<file path="config.mk">
export PLATFORM = sky130hd
export DESIGN_NAME = glitc_config_ctrl
export DESIGN_NICKNAME = d
export VERILOG_FILES = /design/src/rtl/glitc_config_ctrl.sv
export SDC_FILE = /design/constraint.sdc
export NUM_CORES = 1
export LEC_CHECK = 0
export ABC_CLOCK_PERIOD_IN_PS = 3070
export CORE_MARGIN = 3
export CORE_UTILIZATION = 45
export CTS_CLUSTER_DIAMETER = 100
export CTS_CLUSTER_SIZE = 28
export DETAILED_ROUTE_END_ITERATION = 16
export GPL_ROUTABILITY_DRIVEN = 0
export GPL_TIMING_DRIVEN = 0
export PLACE_DENSITY = 0.67
export SLEW_MARGIN = 5
export SYNTH_ARGS = -nofsm -noshare
export SYNTH_HDL_FRONTEND = slang
export SYNTH_SLANG_ARGS = --single-unit
</file>
<file path="constraint.sdc">
create_clock -name clk_i -period 3.07 [get_ports clk_i]
set_clock_uncertainty 0.15 [all_clocks]
set_input_delay 0.614 -clock clk_i [delete_from_list [all_inputs] [get_ports clk_i]]
set_output_delay 0.614 -clock clk_i [all_outputs]
set_load 0.01 [all_outputs]
</file>
<file path="src/rtl/glitc_config_ctrl.sv">
// Per-GLITC configuration sequencer: one independent FSM per channel drives PROGRAM_B/INIT_B,
// watches synchronized INIT_B/DONE, and tells the GLITCBUS master when a channel is usable.
module glitc_config_ctrl #(
  parameter int unsigned NUM_GLITC    = 4,
  parameter int unsigned PROG_CYCLES  = 64,
  parameter int unsigned HOLD_CYCLES  = 16,
  parameter int unsigned INIT_TIMEOUT = 65535
) (
  input  logic                   clk_i,
  input  logic                   rst_n_i,
  input  logic [NUM_GLITC-1:0]   prog_req_i,
  output logic [NUM_GLITC-1:0]   gready_o,
  output logic [NUM_GLITC-1:0]   PROGRAM_B,
  input  logic [NUM_GLITC-1:0]   init_b_i,
  output logic [NUM_GLITC-1:0]   init_b_oe_o,
  input  logic [NUM_GLITC-1:0]   done_i,
  output logic [3*NUM_GLITC-1:0] state_o,
  output logic [NUM_GLITC-1:0]   err_o
);

  localparam int unsigned CNT_MAX_A = (PROG_CYCLES > HOLD_CYCLES) ? PROG_CYCLES : HOLD_CYCLES;
  localparam int unsigned CNT_MAX   = (CNT_MAX_A > INIT_TIMEOUT) ? CNT_MAX_A : INIT_TIMEOUT;
  localparam int unsigned CW        = $clog2(CNT_MAX + 1);

  typedef enum logic [2:0] {
    UNCONF  = 3'd0,
    PROG    = 3'd1,
    HOLD    = 3'd2,
    RELEASE = 3'd3,
    LOAD    = 3'd4,
    READY   = 3'd5,
    ERROR   = 3'd6
  } state_t;

  for (genvar g = 0; g < NUM_GLITC; g++) begin : g_ch
    logic [1:0]    init_sync;
    logic [1:0]    done_sync;
    logic          init_s;
    logic          done_s;
    state_t        state_q;
    state_t        state_d;
    logic [CW-1:0] cnt_q;
    logic          gready_q;
    logic          prog_b_q;
    logic          oe_q;
    logic          err_q;

    assign init_s = init_sync[1];
    assign done_s = done_sync[1];

    always_ff @(posedge clk_i or negedge rst_n_i) begin
      if (!rst_n_i) begin
        init_sync <= '0;
        done_sync <= '0;
      end else begin
        init_sync <= {init_sync[0], init_b_i[g]};
        done_sync <= {done_sync[0], done_i[g]};
      end
    end

    always_comb begin
      state_d = state_q;
      case (state_q)
        UNCONF:  if (done_s) state_d = READY;
        PROG:    if (cnt_q == CW'(PROG_CYCLES - 1)) state_d = HOLD;
        HOLD:    if (cnt_q == CW'(HOLD_CYCLES - 1)) state_d = RELEASE;
        RELEASE: begin
          if (init_s)                                 state_d = LOAD;
          else if (cnt_q == CW'(INIT_TIMEOUT - 1))    state_d = ERROR;
        end
        // A CRC error (INIT_B low) outranks a simultaneous DONE.
        LOAD: begin
          if (!init_s)     state_d = ERROR;
          else if (done_s) state_d = READY;
        end
        READY:   if (!done_s) state_d = UNCONF;
        ERROR:   state_d = ERROR;
        default: state_d = UNCONF;
      endcase
      if (prog_req_i[g]) state_d = PROG;
    end

    // Pin outputs follow the next state so they move together with state_o;
    // gready lags entry into READY by one cycle but drops on the exit edge.
    always_ff @(posedge clk_i or negedge rst_n_i) begin
      if (!rst_n_i) begin
        state_q  <= UNCONF;
        cnt_q    <= '0;
        gready_q <= 1'b0;
        prog_b_q <= 1'b1;
        oe_q     <= 1'b0;
        err_q    <= 1'b0;
      end else begin
        state_q <= state_d;
        if (prog_req_i[g] || (state_d != state_q)) begin
          cnt_q <= '0;
        end else if (cnt_q != '1) begin
          cnt_q <= cnt_q + 1'b1;
        end
        gready_q <= (state_q == READY) && (state_d == READY);
        prog_b_q <= (state_d != PROG);
        oe_q     <= (state_d == PROG) || (state_d == HOLD);
        if (prog_req_i[g]) begin
          err_q <= 1'b0;
        end else if (((state_d == ERROR) && (state_q != ERROR)) ||
                     ((state_q == READY) && (state_d == UNCONF))) begin
          err_q <= 1'b1;
        end
      end
    end

    assign gready_o[g]       = gready_q;
    assign PROGRAM_B[g]      = prog_b_q;
    assign init_b_oe_o[g]    = oe_q;
    assign err_o[g]          = err_q;
    assign state_o[3*g +: 3] = state_q;
  end

endmodule

</file>
==> impl_metrics.tcl, run 1 <==
set metrics [dict create \
    status "finished clean" \
    ir_drop_mv 0.271 \
    slowest_stage "or4_1" \
    die_w_um 120 \
    viasPerCell 5.60 \
    fin_ws_ns 0.335 \
    power.internal_mw 2.23 \
    antenna_found_initial 0 \
    ys_types 67 \
    reg2reg_depth 6 \
    maxCapViolCount 0 \
    switching_share 0.212 \
    yosys_most_used_dff "dfrtp_1" \
    post-place-ws_ns 0.192 \
    pwr_density_cell_mw_per_mm2 411 \
    clock_latency_ns 0.35 \
    io_pins 42 \
    start_kind "flop" \
    final_nets 705 \
    critPathCaptureType "flop" \
    clock-root-buffer "clkbuf_16" \
    finalSetupTns_ns 0 \
    slowest_delay_ns 0.60 \
    clk_transition_reported_paths_ns 0.07 \
    via_count 4820 \
    combPwrFrac 0.044 \
    worstHoldPathCells 0 \
    areaGrowthSynthToFinish_pct 17.0 \
    start_util 0.463 \
    dr.first_iter.drc_count 402 \
    worst_pin_slew_ns 0.830 \
    clk_path_buf_depth 2 \
    synth_nets 651 \
    setup_viol 0 \
    drive_gt1_frac 0.0799 \
    critical_path_arrival_ns 2.82 \
    worst-path-max-fanout 10 \
    overflow 0 \
    finalCriticalPeriod_ns 2.74 \
    dp_hpwl_um 8320 \
    relSlewSlack 0.446 \
    rsz0062_at_grt "false" \
    htreeDepth 3 \
    place_inst 843 \
    yosysSeqAreaShare 0.460 \
    crit_path_cell_trace "or4_1 -> nor4_1 -> nand2_1 -> o211ai_2 -> buf_4 -> nor2_1" \
    slew_violations 0 \
    grt_use_total 0.175 \
    fmax_ghz 0.366 \
    final_cells 860 \
    power_frac_seq 0.519 \
    p_leak_nw 2.83 \
    ys_ff_latch 108 \
    yosys_warnings 0 \
    die_area_mm2 0.0145 \
    grt_pass1_wl_um 21200 \
    cts_buffers 9 \
    portBuffers 41 \
    clockPowerShare 0.437 \
    crit_type "flop to flop" \
    hold_viol 0 \
    ant_nets 0 \
    syn_area_mm2 0.00589 \
    grt_pass1_vias 4661 \
    core_region_area_mm2 0.0127 \
    avgSynthCellArea_um2 9.36 \
    wl_um 11900 \
    die_height_um 120 \
    fin_crit_sh 0.891 \
    hp-class "flop to flop" \
    drc_errors 0 \
    clock_sinks 108 \
    n_antenna_cell 0 \
    critPathRequiredTime_ns 3.16 \
    layout_commonest_cell "dfrtp_1" \
    detail_route.first_pass.iterations 5 \
    cts_tree "built" \
    grt_max_degree 82 \
    synth-edff-count 0 \
    wire_per_inst_um 13.8 \
    postCtsSetupRepairBufs 0 \
    layout_common_cells "104 x dfrtp_1, 89 x nor2_1, 40 x clkdlybuf4s50_1, 38 x nand2_1, 37 x nand3_1" \
    synthArstFlopShare 1.00 \
    syn_inst 629 \
    rows 41 \
    p_sw_uw 602 \
]
## logic make-up (layout without fill, tap and decap cells)
group / Yosys count / after routing / share of synthesized area
buffers and inverters: 54 / 113 / 0.0470
XOR/XNOR: 38 / 38 / 0.0565
flip-flops: 108 / 108 / 0.460
AO/OA/AOI/OAI: 96 / 96 / 0.112
adder cells (fa/ha/maj): 9 / 9 / 0.0187
AND/OR/NAND/NOR: 315 / 315 / 0.290
multiplexers: 9 / 9 / 0.0157
## synthesized netlist by cell type (4+ instances only)
cell type / instances / area share
nand2_1: 38 / 0.024
buf_4: 17 / 0.022
a211oi_1: 10 / 0.013
nor3b_1: 9 / 0.011
xnor2_1: 14 / 0.021
or4_1: 5 / 0.0064
nor3_1: 17 / 0.014
mux2i_1: 7 / 0.012
inv_1: 16 / 0.010
o21ai_0: 15 / 0.013
nor2_1: 89 / 0.057
a31oi_1: 8 / 0.0085
and3_1: 20 / 0.021
a21oi_1: 24 / 0.020
xor2_1: 24 / 0.036
and2_1: 4 / 0.0042
nor4_1: 18 / 0.019
o211ai_1: 7 / 0.0089
ha_1: 8 / 0.017
nand3_1: 37 / 0.031
nand4_1: 18 / 0.019
and4_1: 10 / 0.015
clkbuf_1: 17 / 0.011
nor2b_1: 13 / 0.014
nand2b_1: 13 / 0.014
dfstp_2: 4 / 0.018
dfrtp_1: 104 / 0.44
## state kept, by name, indices dropped and copies added (netlist names)
name / flops
g_ch.prog_b_q: 4
g_ch.init_sync: 8
g_ch.err_q: 4
g_ch.done_sync: 8
g_ch.gready_q: 4
g_ch.oe_q: 4
g_ch.cnt_q: 64
g_ch.state_q: 12
## per-layer routing
layer | global-route usage | share of wire
met3 | 0.0262 | 0.037
met1 | 0.235 | 0.46
met5 | 0 | 0
met2 | 0.290 | 0.49
met4 | 0.0659 | 0.017
## power groups by stage
stage	registers [mW]	clock network (mW)	logic [mW]
2_1_floorplan	1.49	0	0.0566
3_3_place_gp	1.50	0	0.118
3_5_place_dp	1.50	0	0.126
4_1_cts	1.47	1.28	0.128
5_1_grt	1.47	1.34	0.142
6_report	1.47	1.24	0.125
## repair_timing
action / in CTS / in global routing
hold buffers: 1 / 0
gates resized for setup: 0 / 2
hold endpoints to repair: 26 / 0
setup endpoints to repair: 0 / 15
## stage by stage
stage                util  hold slack, ns  power, mW  instance area (um2)
global placement    0.512           0.181       1.61                 6520
finish              0.541           0.199       2.83                 6890
floorplan               -           0.168       1.55                 5890
detailed placement  0.514           0.186       1.62                 6540
global route        0.541           0.210       2.96                 6890
CTS                 0.540           0.202       2.88                 6870
## final timing paths
kind                       slack, ns                      startpoint                        endpoint
max in group asynchronous       1.51                         rst_n_i      g_ch[0].prog_b_q$_DFF_PN1_
max reg2reg                     0.33    g_ch[3].cnt_q[6]$_DFFE_PN0P_   g_ch[3].cnt_q[11]$_DFFE_PN0P_
min reg2reg                     0.20  g_ch[2].done_sync[0]$_DFF_PN0_  g_ch[2].done_sync[1]$_DFF_PN0_
min                             0.20  g_ch[2].done_sync[0]$_DFF_PN0_  g_ch[2].done_sync[1]$_DFF_PN0_
max                             0.33    g_ch[3].cnt_q[6]$_DFFE_PN0P_   g_ch[3].cnt_q[11]$_DFFE_PN0P_
min in group asynchronous       0.56                         rst_n_i   g_ch[1].cnt_q[13]$_DFFE_PN0P_
## worst max-delay path: cells and delay by family, from the launching register on
family                 cells  cell delay (ns)
AND/OR/NAND/NOR            4             1.44
AO/OA/AOI/OAI              1             0.37
buffers and inverters      1             0.24
flip-flops                 1             0.44
## final cells by class
| cell class | instances | area (um2) |
|---|---|---|
| Fill cell | 1178 | 5830 |
| Inverter | 16 | 60.1 |
| Clock buffer | 12 | 246 |
| Buffer | 38 | 216 |
| Sequential cell | 108 | 2710 |
| Clock inverter | 4 | 73.8 |
| Tap cell | 172 | 215 |
| Timing Repair Buffer | 43 | 449 |
| Multi-Input combinational cell | 467 | 2920 |
Note: power is estimated with default switching activity, not from simulation.
==> inputs of run 2 (changes only) <==
Settings changed: CORE_ASPECT_RATIO from default to 0.5.
==> run 2 against run 1 <==
Compared with the run above:
- via count shrank 1.8%
- largest cell class unchanged
- routed wire length grew 1.5%
- design area is essentially flat
- sequential share of layout area is essentially flat
- count of clock-buffer cells in the layout shrank 2
- sequential cell count is the same
- non-clock buffer count is the same
- worst hold slack lost 0.00078 ns
- power grew 0.83%
- die area grew 0.58%
- cell count shrank 0.81%
==> impl_metrics.tcl, run 2 (synthesis results as in run 1) <==
set metrics [dict create \
    status "finished clean" \
    maxCapViolCount 0 \
    clk_path_buf_depth 2 \
    rsz0062_at_grt "false" \
    postCtsSetupRepairBufs 0 \
    setup_viol 0 \
    fmax_ghz 0.357 \
    clock-root-buffer "clkbuf_16" \
    ir_drop_mv 0.264 \
    register_area_mm2 0.00271 \
    fin_crit_sh 0.913 \
    crit_path_cell_trace "or4_1 -> nor4_1 -> nand2_1 -> o211ai_2 -> buf_4 -> nor2_1" \
    fillers 1107 \
    slowest_delay_ns 0.64 \
    clock_latency_ns 0.35 \
    startpoint "g_ch[3].cnt_q[6]$_DFFE_PN0P_" \
    final_nets 705 \
    start_util 0.479 \
    worst-path-max-fanout 10 \
    dr.first_iter.drc_count 217 \
    dp_hpwl_um 8460 \
    grt_pass1_wl_um 21000 \
    clk_transition_reported_paths_ns 0.07 \
    critPathCaptureType "flop" \
    die_area_mm2 0.0146 \
    slew_violations 0 \
    cp_top_family "simple AND/OR/NAND/NOR gates" \
    layout_common_cells "104 x dfrtp_1, 89 x nor2_1, 40 x clkdlybuf4s50_1, 38 x nand2_1, 37 x nand3_1" \
    areaGrowthSynthToFinish_pct 16.9 \
    detail_route.first_pass.iterations 4 \
    wl_um 12100 \
    hp-class "flop to flop" \
    grt_max_degree 82 \
    drc_errors 0 \
    worstHoldPathCells 0 \
    worstHoldStart "g_ch[3].done_sync[0]$_DFF_PN0_" \
    core_region_area_mm2 0.0123 \
    rows 28 \
    overflow 0 \
    wire_per_inst_um 14.2 \
    die_height_um 86.9 \
    grt_pass1_vias 4471 \
    htreeDepth 3 \
    hold_viol 0 \
    drive_gt1_frac 0.0814 \
    reg2reg_depth 6 \
    via_count 4733 \
    ant_nets 0 \
    cts_tree "built" \
    critPathRequiredTime_ns 3.15 \
    cp_num_buf_inv 1 \
    p_leak_nw 2.83 \
    grt_use_total 0.173 \
    die_w_um 168 \
    clock_sinks 108 \
    n_antenna_cell 0 \
    start_kind "flop" \
    slowest_stage "nor4_1" \
    finalPower_mw 2.86 \
    cp.depth 6 \
    crit_type "flop to flop" \
    largest_reg_flops 64 \
    worst_pin_slew_ns 0.886 \
    viasPerCell 5.55 \
    r2r_start "g_ch[3].cnt_q[6]$_DFFE_PN0P_" \
    critical_path_arrival_ns 2.88 \
    cts_buffers 9 \
    final_core_util 0.560 \
    antenna_found_initial 0 \
    relSlewSlack 0.408 \
    multiInputGateArea_mm2 0.00292 \
    largestRegisters "g_ch.cnt_q x64, g_ch.state_q x12" \
    layout_commonest_cell "dfrtp_1" \
    portBuffers 41 \
    largest-register "g_ch.cnt_q" \
    finalCriticalPeriod_ns 2.80 \
    pwr_density_cell_mw_per_mm2 415 \
    io_pins 42 \
]
## run 2: cell count changes in the layout (fill, tap and decap cells not counted), sizes merged
cell / previous run / this run
clkinvlp: 0 / 1
clkbuf: 29 / 27
clkinv: 2 / 1
inv: 16 / 18
## run 2: repair_timing
action                                 4_1_cts  5_1_grt
endpoints found under the hold margin       25        0
gates resized for setup                      0        2
setup endpoints to repair                    0       20
hold buffers                                 1        0
## run 2: worst paths after layout
kind / end / slack (ns)
setup / recovery: g_ch[3].cnt_q[10]$_DFFE_PN0P_ / 0.27
hold / removal: g_ch[3].done_sync[1]$_DFF_PN0_ / 0.20
setup reg to reg: g_ch[3].cnt_q[10]$_DFFE_PN0P_ / 0.27
hold reg to reg: g_ch[3].done_sync[1]$_DFF_PN0_ / 0.20
max in group asynchronous: g_ch[2].prog_b_q$_DFF_PN1_ / 1.52
min in group asynchronous: g_ch[1].cnt_q[11]$_DFFE_PN0P_ / 0.54
## run 2: power by group
group / internal [mW] / switching (mW) / total, mW / leakage, nW
Combinational: 0.0475 / 0.0758 / 0.123 / 1.27
Sequential: 1.45 / 0.0247 / 1.47 / 1.41
Clock: 0.726 / 0.537 / 1.26 / 0.155
## run 2: through the flow
stage / TNS, ns / instances / hold slack, ns / instance area [um2] / setup WS [ns]
6_report: 0 / 853 / 0.199 / 6890 / 0.266
3_5_place_dp: 0 / 836 / 0.185 / 6540 / 0.207
4_1_cts: 0 / 853 / 0.201 / 6870 / 0.183
5_1_grt: 0 / 853 / 0.208 / 6890 / 0.0428
3_3_place_gp: -303.04 / 835 / 0.183 / 6510 / -2.87
2_1_floorplan: 0 / 629 / 0.168 / 5890 / 0.716
## run 2: final cells by class
| class | count | area share |
|---|---|---|
| plain buffers | 38 | 0.0314 |
| clock inverters | 6 | 0.0140 |
| repair buffers | 43 | 0.0652 |
| inverters | 16 | 0.00872 |
| clock buffers | 10 | 0.0333 |
| multi-input cells | 467 | 0.424 |
| well taps | 165 | 0.0300 |
| flip-flops and latches | 108 | 0.393 |
## run 2: routing by layer
layer	global-route usage	wire length (um)
met5	0	0
met4	0.0438	93
met3	0.0363	363
met2	0.282	5610
met1	0.238	6020
